[config.mk]
export PLATFORM = sky130hd
export DESIGN_NAME = fft_frame_sched
export DESIGN_NICKNAME = d
export VERILOG_FILES = /design/src/rtl/fft_sched_pkg.sv /design/src/rtl/sched_cnt.sv /design/src/rtl/fft_frame_sched.sv
export SDC_FILE = /design/constraint.sdc
export NUM_CORES = 1
export LEC_CHECK = 0
export CELL_PAD_IN_SITES_DETAIL_PLACEMENT = 0
export CELL_PAD_IN_SITES_GLOBAL_PLACEMENT = 2
export CORE_MARGIN = 4
export CORE_UTILIZATION = 39
export CTS_BUF_LIST = sky130_fd_sc_hd__clkbuf_8
export DETAILED_ROUTE_END_ITERATION = 8
export PLACE_DENSITY_LB_ADDON = 0.12
export SLEW_MARGIN = 0
export SYNTH_ARGS = -nofsm -noshare
export SYNTH_HDL_FRONTEND = slang
export SYNTH_SLANG_ARGS = --single-unit
[constraint.sdc]
create_clock -name clk -period 2.65 [get_ports clk]
set_clock_uncertainty 0.1 [all_clocks]
set_input_delay 0.53 -clock clk [delete_from_list [all_inputs] [get_ports clk]]
set_output_delay 0.53 -clock clk [all_outputs]
set_load 0.05 [all_outputs]
[src/rtl/fft_sched_pkg.sv]
// Shared definitions for the FFT frame scheduler.
//  - sched_state_e : scheduler state encoding
//  - sched_ctl_t   : registered control bundle driven onto the FFT / readout interface
//  - FRAME_LEN, HOLD_TMO, counter widths, frame_len() helper
package fft_sched_pkg;

    typedef enum logic [1:0] {
        ST_IDLE = 2'd0,
        ST_RUN  = 2'd1,
        ST_HOLD = 2'd2
    } sched_state_e;

    typedef struct packed {
        logic fft_ce;
        logic fft_din_zero;
        logic fft_out_en;
        logic busy;
        logic frame_done;
    } sched_ctl_t;

    localparam int unsigned SCHED_N   = 9;
    localparam int unsigned FRAME_LEN = 32'(1) << SCHED_N;
    localparam int unsigned HOLD_TMO  = 4;
    localparam int unsigned TMR_W     = 3;
    localparam int unsigned OVF_W     = 16;

    // Frame length for an arbitrary log2 size.
    function automatic int unsigned frame_len(input int unsigned n);
        return 32'(1) << n;
    endfunction

endpackage

[src/rtl/sched_cnt.sv]
// Saturating up-counter used for the scheduler's sample, latency and output counts.
//  clk, areset : clock, asynchronous active-low reset
//  en          : count enable (ignored once q reaches SAT)
//  clr         : synchronous clear, priority over en
//  q           : count value
//  term_c      : q == SAT (combinational)
module sched_cnt #(
    parameter int unsigned W   = 10,
    parameter int unsigned SAT = 512
) (
    input  logic         clk,
    input  logic         areset,
    input  logic         en,
    input  logic         clr,
    output logic [W-1:0] q,
    output logic         term_c
);

    assign term_c = (q == W'(SAT));

    // Count register: clear wins, then saturating increment.
    always_ff @(posedge clk or negedge areset) begin
        if (!areset) begin
            q <= '0;
        end else if (clr) begin
            q <= '0;
        end else if (en && !term_c) begin
            q <= q + W'(1);
        end
    end

endmodule

[src/rtl/fft_frame_sched.sv]
// Frame sequencer for the 2^N-point pipelined radix-2 FFT: gates ADC samples into the core,
// flushes the pipeline with zeros, strobes outputs to the reorder buffer, then waits for the
// buffer's readout before the next frame.
// Optional build macro SCHED_OVF_EN adds dropped-sample flags ovf / ovf_cnt.
//  clk, areset  : clock, asynchronous active-low reset
//  start        : request one frame (accepted only in IDLE)
//  cont         : re-arm automatically after each frame
//  abort        : return to IDLE next cycle, no frame_done
//  adc_valid    : input sample valid
//  rd_busy      : readout buffer replaying the stored frame
//  fft_ce       : FFT core clock-enable
//  fft_din_zero : force FFT input to zero during flush
//  fft_out_en   : FFT output valid (buffer write enable)
//  cnt_fft      : output index, valid with fft_out_en
//  busy         : not IDLE
//  frame_done   : one-cycle pulse on HOLD exit
//  ovf, ovf_cnt : (SCHED_OVF_EN) sticky flag / saturating count of samples dropped while cont=1
module fft_frame_sched
    import fft_sched_pkg::*;
#(
    parameter int unsigned N       = SCHED_N,
    parameter int unsigned FFT_LAT = FRAME_LEN - 1
) (
    input  logic             clk,
    input  logic             areset,
    input  logic             start,
    input  logic             cont,
    input  logic             abort,
    input  logic             adc_valid,
    input  logic             rd_busy,
    output logic             fft_ce,
    output logic             fft_din_zero,
    output logic             fft_out_en,
    output logic [N-1:0]     cnt_fft,
    output logic             busy,
    output logic             frame_done
`ifdef SCHED_OVF_EN
    ,
    output logic             ovf,
    output logic [OVF_W-1:0] ovf_cnt
`endif
);

    localparam int unsigned CW   = N + 1;
    localparam int unsigned FLEN = frame_len(N);

    sched_state_e    state_q, state_d;
    logic [TMR_W-1:0] tmr_q, tmr_d;
    logic            seen_q, seen_d;
    sched_ctl_t      ctl_q, ctl_d;
    logic [N-1:0]    cnt_fft_q, cnt_fft_d;

    logic [CW-1:0]   in_cnt, lat_cnt, out_cnt;
    logic            in_full_c, lat_sat_c, out_full_c;
    logic            ce_c, zero_c, oen_c, in_en_c, clr_c, done_c;
    logic            unused_cnt_c;

    // Samples accepted into the current frame.
    sched_cnt #(.W(CW), .SAT(FLEN)) u_in_cnt (
        .clk    (clk),
        .areset (areset),
        .en     (in_en_c),
        .clr    (clr_c),
        .q      (in_cnt),
        .term_c (in_full_c)
    );

    // fft_ce cycles since the first accepted sample; saturation opens the output window.
    sched_cnt #(.W(CW), .SAT(FFT_LAT)) u_lat_cnt (
        .clk    (clk),
        .areset (areset),
        .en     (ce_c),
        .clr    (clr_c),
        .q      (lat_cnt),
        .term_c (lat_sat_c)
    );

    // Output index.
    sched_cnt #(.W(CW), .SAT(FLEN)) u_out_cnt (
        .clk    (clk),
        .areset (areset),
        .en     (oen_c),
        .clr    (clr_c),
        .q      (out_cnt),
        .term_c (out_full_c)
    );

    // Counter values other than out_cnt are only observed through their flags.
    assign unused_cnt_c = ^{in_cnt, lat_cnt, out_full_c};

    // State and registered outputs.
    always_ff @(posedge clk or negedge areset) begin
        if (!areset) begin
            state_q   <= ST_IDLE;
            tmr_q     <= '0;
            seen_q    <= 1'b0;
            ctl_q     <= '0;
            cnt_fft_q <= '0;
        end else begin
            state_q   <= state_d;
            tmr_q     <= tmr_d;
            seen_q    <= seen_d;
            ctl_q     <= ctl_d;
            cnt_fft_q <= cnt_fft_d;
        end
    end

    // Next state, counter controls and next registered outputs.
    always_comb begin
        state_d   = state_q;
        tmr_d     = tmr_q;
        seen_d    = seen_q;
        ctl_d     = '0;
        cnt_fft_d = '0;
        ce_c      = 1'b0;
        zero_c    = 1'b0;
        oen_c     = 1'b0;
        in_en_c   = 1'b0;
        clr_c     = 1'b0;
        done_c    = 1'b0;

        unique case (state_q)
            ST_IDLE: begin
                if (start) begin
                    state_d = ST_RUN;
                    clr_c   = 1'b1;
                end
            end
            ST_RUN: begin
                // Feed while fewer than 2^N samples are in, then clock zeros through.
                zero_c  = in_full_c;
                ce_c    = in_full_c ? 1'b1 : adc_valid;
                in_en_c = ce_c & ~in_full_c;
                oen_c   = ce_c & lat_sat_c;
                if (oen_c && out_cnt == CW'(FLEN - 1)) begin
                    state_d = ST_HOLD;
                    tmr_d   = '0;
                    seen_d  = 1'b0;
                end
            end
            ST_HOLD: begin
                // Readout done after a busy high->low, or if busy never rose in time.
                if (rd_busy) begin
                    seen_d = 1'b1;
                end
                if (tmr_q != TMR_W'(HOLD_TMO)) begin
                    tmr_d = tmr_q + TMR_W'(1);
                end
                if (!rd_busy && (seen_q || tmr_q == TMR_W'(HOLD_TMO))) begin
                    done_c  = 1'b1;
                    clr_c   = 1'b1;
                    state_d = cont ? ST_RUN : ST_IDLE;
                end
            end
            default: begin
                state_d = ST_IDLE;
                clr_c   = 1'b1;
            end
        endcase

        if (abort) begin
            state_d = ST_IDLE;
            clr_c   = 1'b1;
            ce_c    = 1'b0;
            zero_c  = 1'b0;
            oen_c   = 1'b0;
            in_en_c = 1'b0;
            done_c  = 1'b0;
        end

        ctl_d.fft_ce       = ce_c;
        ctl_d.fft_din_zero = zero_c;
        ctl_d.fft_out_en   = oen_c;
        ctl_d.busy         = (state_d != ST_IDLE);
        ctl_d.frame_done   = done_c;
        cnt_fft_d          = oen_c ? out_cnt[N-1:0] : '0;
    end

    assign fft_ce       = ctl_q.fft_ce;
    assign fft_din_zero = ctl_q.fft_din_zero;
    assign fft_out_en   = ctl_q.fft_out_en;
    assign busy         = ctl_q.busy;
    assign frame_done   = ctl_q.frame_done;
    assign cnt_fft      = cnt_fft_q;

`ifdef SCHED_OVF_EN
    logic             ovf_q;
    logic [OVF_W-1:0] ovf_cnt_q;
    logic             ovf_hit_c, start_acc_c;

    assign ovf_hit_c   = adc_valid && cont && (state_q == ST_HOLD || state_q == ST_IDLE);
    assign start_acc_c = start && !abort && (state_q == ST_IDLE);

    // Dropped-sample tracking; an accepted start clears it.
    always_ff @(posedge clk or negedge areset) begin
        if (!areset) begin
            ovf_q     <= 1'b0;
            ovf_cnt_q <= '0;
        end else if (start_acc_c) begin
            ovf_q     <= 1'b0;
            ovf_cnt_q <= '0;
        end else if (ovf_hit_c) begin
            ovf_q <= 1'b1;
            if (ovf_cnt_q != '1) begin
                ovf_cnt_q <= ovf_cnt_q + OVF_W'(1);
            end
        end
    end

    assign ovf     = ovf_q;
    assign ovf_cnt = ovf_cnt_q;
`endif

endmodule

==> impl_metrics.py <==
metrics = {
    "status": {
        "run_status": "complete, no violations",
    },
    "die": {
        "coreArea_mm2": 0.00679,
        "top_level_ports": 21,
        "die_w_um": 91.4,
        "rows": 30,
        "start_util_pct": 39.9,
        "die_h_um": 91.4,
        "die-area_mm2": 0.00835,
    },
    "sta": {
        "tightestPinTransition_ps": 645,
        "setup_tns_ps": 0,
        "maxSlewHeadroom_pct": 57.0,
        "rsz0062_at_grt": "no",
        "slew_viol_final": 0,
        "min_period_over_period_pct": 88.1,
        "period_minus_slack_ps": 2340,
        "max_freq_ghz": 0.428,
        "finalSetupViolCount": 0,
        "hold_viol_final": 0,
    },
    "synthesis": {
        "yosys.area.top_type": "dfrtp_1",
        "seq_area_frac_synth_pct": 46.1,
        "async_reset_ff_share_pct": 100,
        "ys_types": 46,
        "synth_seq_cells": 50,
        "synth.avg_cell_area_um2": 9.69,
        "syn_area_mm2": 0.00271,
        "synth_nets": 294,
        "synth_area_leaders": "dfrtp_1, o211ai_1, mux2i_1",
        "synth_cells": 280,
        "yosysTopAreaCellShare_pct": 46.1,
        "yosysWarnings": 0,
        "synth_flop_cell": "dfrtp_1",
        "synth-edff-count": 0,
    },
    "drt": {
        "drc": 0,
        "vias": 2237,
        "vias_per_cell": 5.59,
        "first_pass_iters": 4,
        "drt_iter0_drc": 81,
        "post_drt_wl_per_cell_um": 15.9,
        "ant_nets": 0,
        "wirelength_mm": 6.38,
    },
    "global_route": {
        "grt_pass1_wl_mm": 11.0,
        "antenna_found_initial": 0,
        "overflow": 0,
        "grt_pass1_vias": 2172,
        "grt_max_degree": 27,
        "grtUsageTotal_pct": 16.2,
    },
    "clock_network": {
        "clock_path_buffers": 2,
        "holdBufCountCts": 0,
        "cts_resized": 0,
        "ctsHtreeMaxLevel": 2,
        "root_buffer": "clkbuf_8",
        "numCtsBuffers": 5,
        "clk_pin_slew_ps": 90,
        "post_cts.repair.setup_buffers": 0,
        "tritoncts": "yes",
        "insertion_delay_ps": 300,
        "cts_sinks": 50,
    },
    "place": {
        "hpwlAfterDp_mm": 4.46,
        "gp_congestion": 0.780,
        "port_buffers": 20,
    },
    "critical_path": {
        "crit_type": "flop to flop",
        "slowest_delay_ps": 500,
        "worst_ep_required_time_ps": 2780,
        "path_delay_family": "simple AND/OR/NAND/NOR gates",
        "cp_slowest_cell": "or4_1",
        "end_kind": "flop",
        "arrival_ps": 2470,
        "crit_path_start_kind": "flop",
        "crit_fanout": 21,
        "path_buf_inv": 1,
        "path_cells": "nor4_2 > a41oi_2 > buf_12 > or4_1 > a21oi_1",
    },
    "cells_and_area": {
        "antenna_cells": 0,
        "finalNetCount": 317,
        "syn2layout_area_growth_pct": 17.4,
        "fillerInstances": 650,
        "multi_input_area_mm2": 0.00132,
        "final_common_cell": "dfrtp_1",
        "register_area_mm2": 0.00125,
        "drive_gt1_share_pct": 8.88,
        "final_cell_mix": "dfrtp_1, inv_1, o211ai_1, clkdlybuf4s50_1, nor4_1",
    },
    "power_and_ir_drop": {
        "p_total_uw": 1350,
        "leakage_uw": 0.00127,
        "p_per_area_mw_per_mm2": 423,
        "ir_drop_mv": 0.220,
    },
    "hold_path": {
        "hp-class": "input port to async pin",
    },
    "flow_run": {
        "maxCapViolations": 0,
    },
}
[path summary, 6_finish.rpt]
check | startpoint | cells after the start | to | slack [ps]
max | u_in_cnt.q[5] | 5 | u_lat_cnt.q[5] | 310
min | areset | 1 | u_in_cnt.q[0] | 140
max reg2reg | u_in_cnt.q[5] | 5 | u_lat_cnt.q[5] | 310
min reg2reg | u_lat_cnt.q[0] | 1 | u_lat_cnt.q[0] | 430
max in group asynchronous | areset | 2 | u_lat_cnt.q[1] | 1750
min in group clk | u_lat_cnt.q[0] | 1 | u_lat_cnt.q[0] | 430
[layout make-up]
type,count,area share [%]
well taps,96,3.77
repair buffers,34,10.2
multi-input cells,192,41.5
clock buffers,6,2.59
clock inverters,2,0.275
inverters,20,2.36
flip-flops and latches,50,39.3
[synthesized netlist by cell type (2+ instances only)]
cell	number
o21a_1	2
nor4_1	18
o21ai_0	10
and3_1	4
o41ai_1	3
nand3_1	15
nor2_1	8
o211ai_1	19
nand2_1	13
buf_2	4
and2_1	6
clkbuf_1	13
inv_1	20
or3_1	8
ha_1	7
nor3_1	6
nand4b_1	2
mux2i_1	12
nand4_1	8
o31ai_1	6
a21oi_1	14
xor2_1	4
dfrtp_1	50
or4_1	6
[sequential cells by signal (all words and copies together), names as in the netlist]
name          count
busy              1
cnt_fft           9
fft_ce            1
u_lat_cnt.q      10
state_q           2
frame_done        1
fft_din_zero      1
u_out_cnt.q      10
tmr_q             3
fft_out_en        1
seen_q            1
u_in_cnt.q       10
[worst reg2reg max path: cells and delay by family, from the launching register on]
family | cells | cell delay [ps]
and+or+nand+nor | 2 | 880
AOI/OAI and AO/OA | 2 | 550
buffers and inverters | 1 | 290
DFF | 1 | 440
[power breakdown]
| group | total (uW) | switching, uW | internal [uW] | leakage (uW) |
|---|---|---|---|---|
| Combinational | 110 | 71.7 | 38.2 | 0.000539 |
| Clock | 464 | 257 | 208 | 0.0000524 |
| Sequential | 772 | 4.57 | 767 | 0.000679 |
[cell families after synthesis]
family | after synthesis | synth area share (%)
fa+ha+maj | 7 | 3.23
compound gates | 63 | 15.6
xor+xnor | 4 | 1.29
buf+inv | 38 | 5.44
mux | 12 | 4.43
simple gates | 106 | 23.8
flops | 50 | 46.1
[routing by layer]
metal	global-route usage, %	wire length, um	share of wire, %	vias up
li1	-	-	-	1103
met3	3.56	251	3.9	6
met1	23.8	3260	51	1080
met2	23.7	2800	44	48
met4	4.52	63	0.99	0
met5	0	0	0	-
[per-stage QoR]
step / std cells / cell area [um^2] / hold slack [ps] / setup WS [ps] / utilization, %
3_3_place_gp: 392 / 3090 / 410 / 73.5 / 45.5
3_5_place_dp: 392 / 3090 / 420 / 30.5 / 45.5
6_report: 400 / 3180 / 141 / 315 / 46.9
5_1_grt: 400 / 3180 / 191 / 133 / 46.9
4_1_cts: 400 / 3180 / 155 / 285 / 46.9
2_1_floorplan: 280 / 2710 / 134 / 531 / -
(Power assumes the default switching activity.)
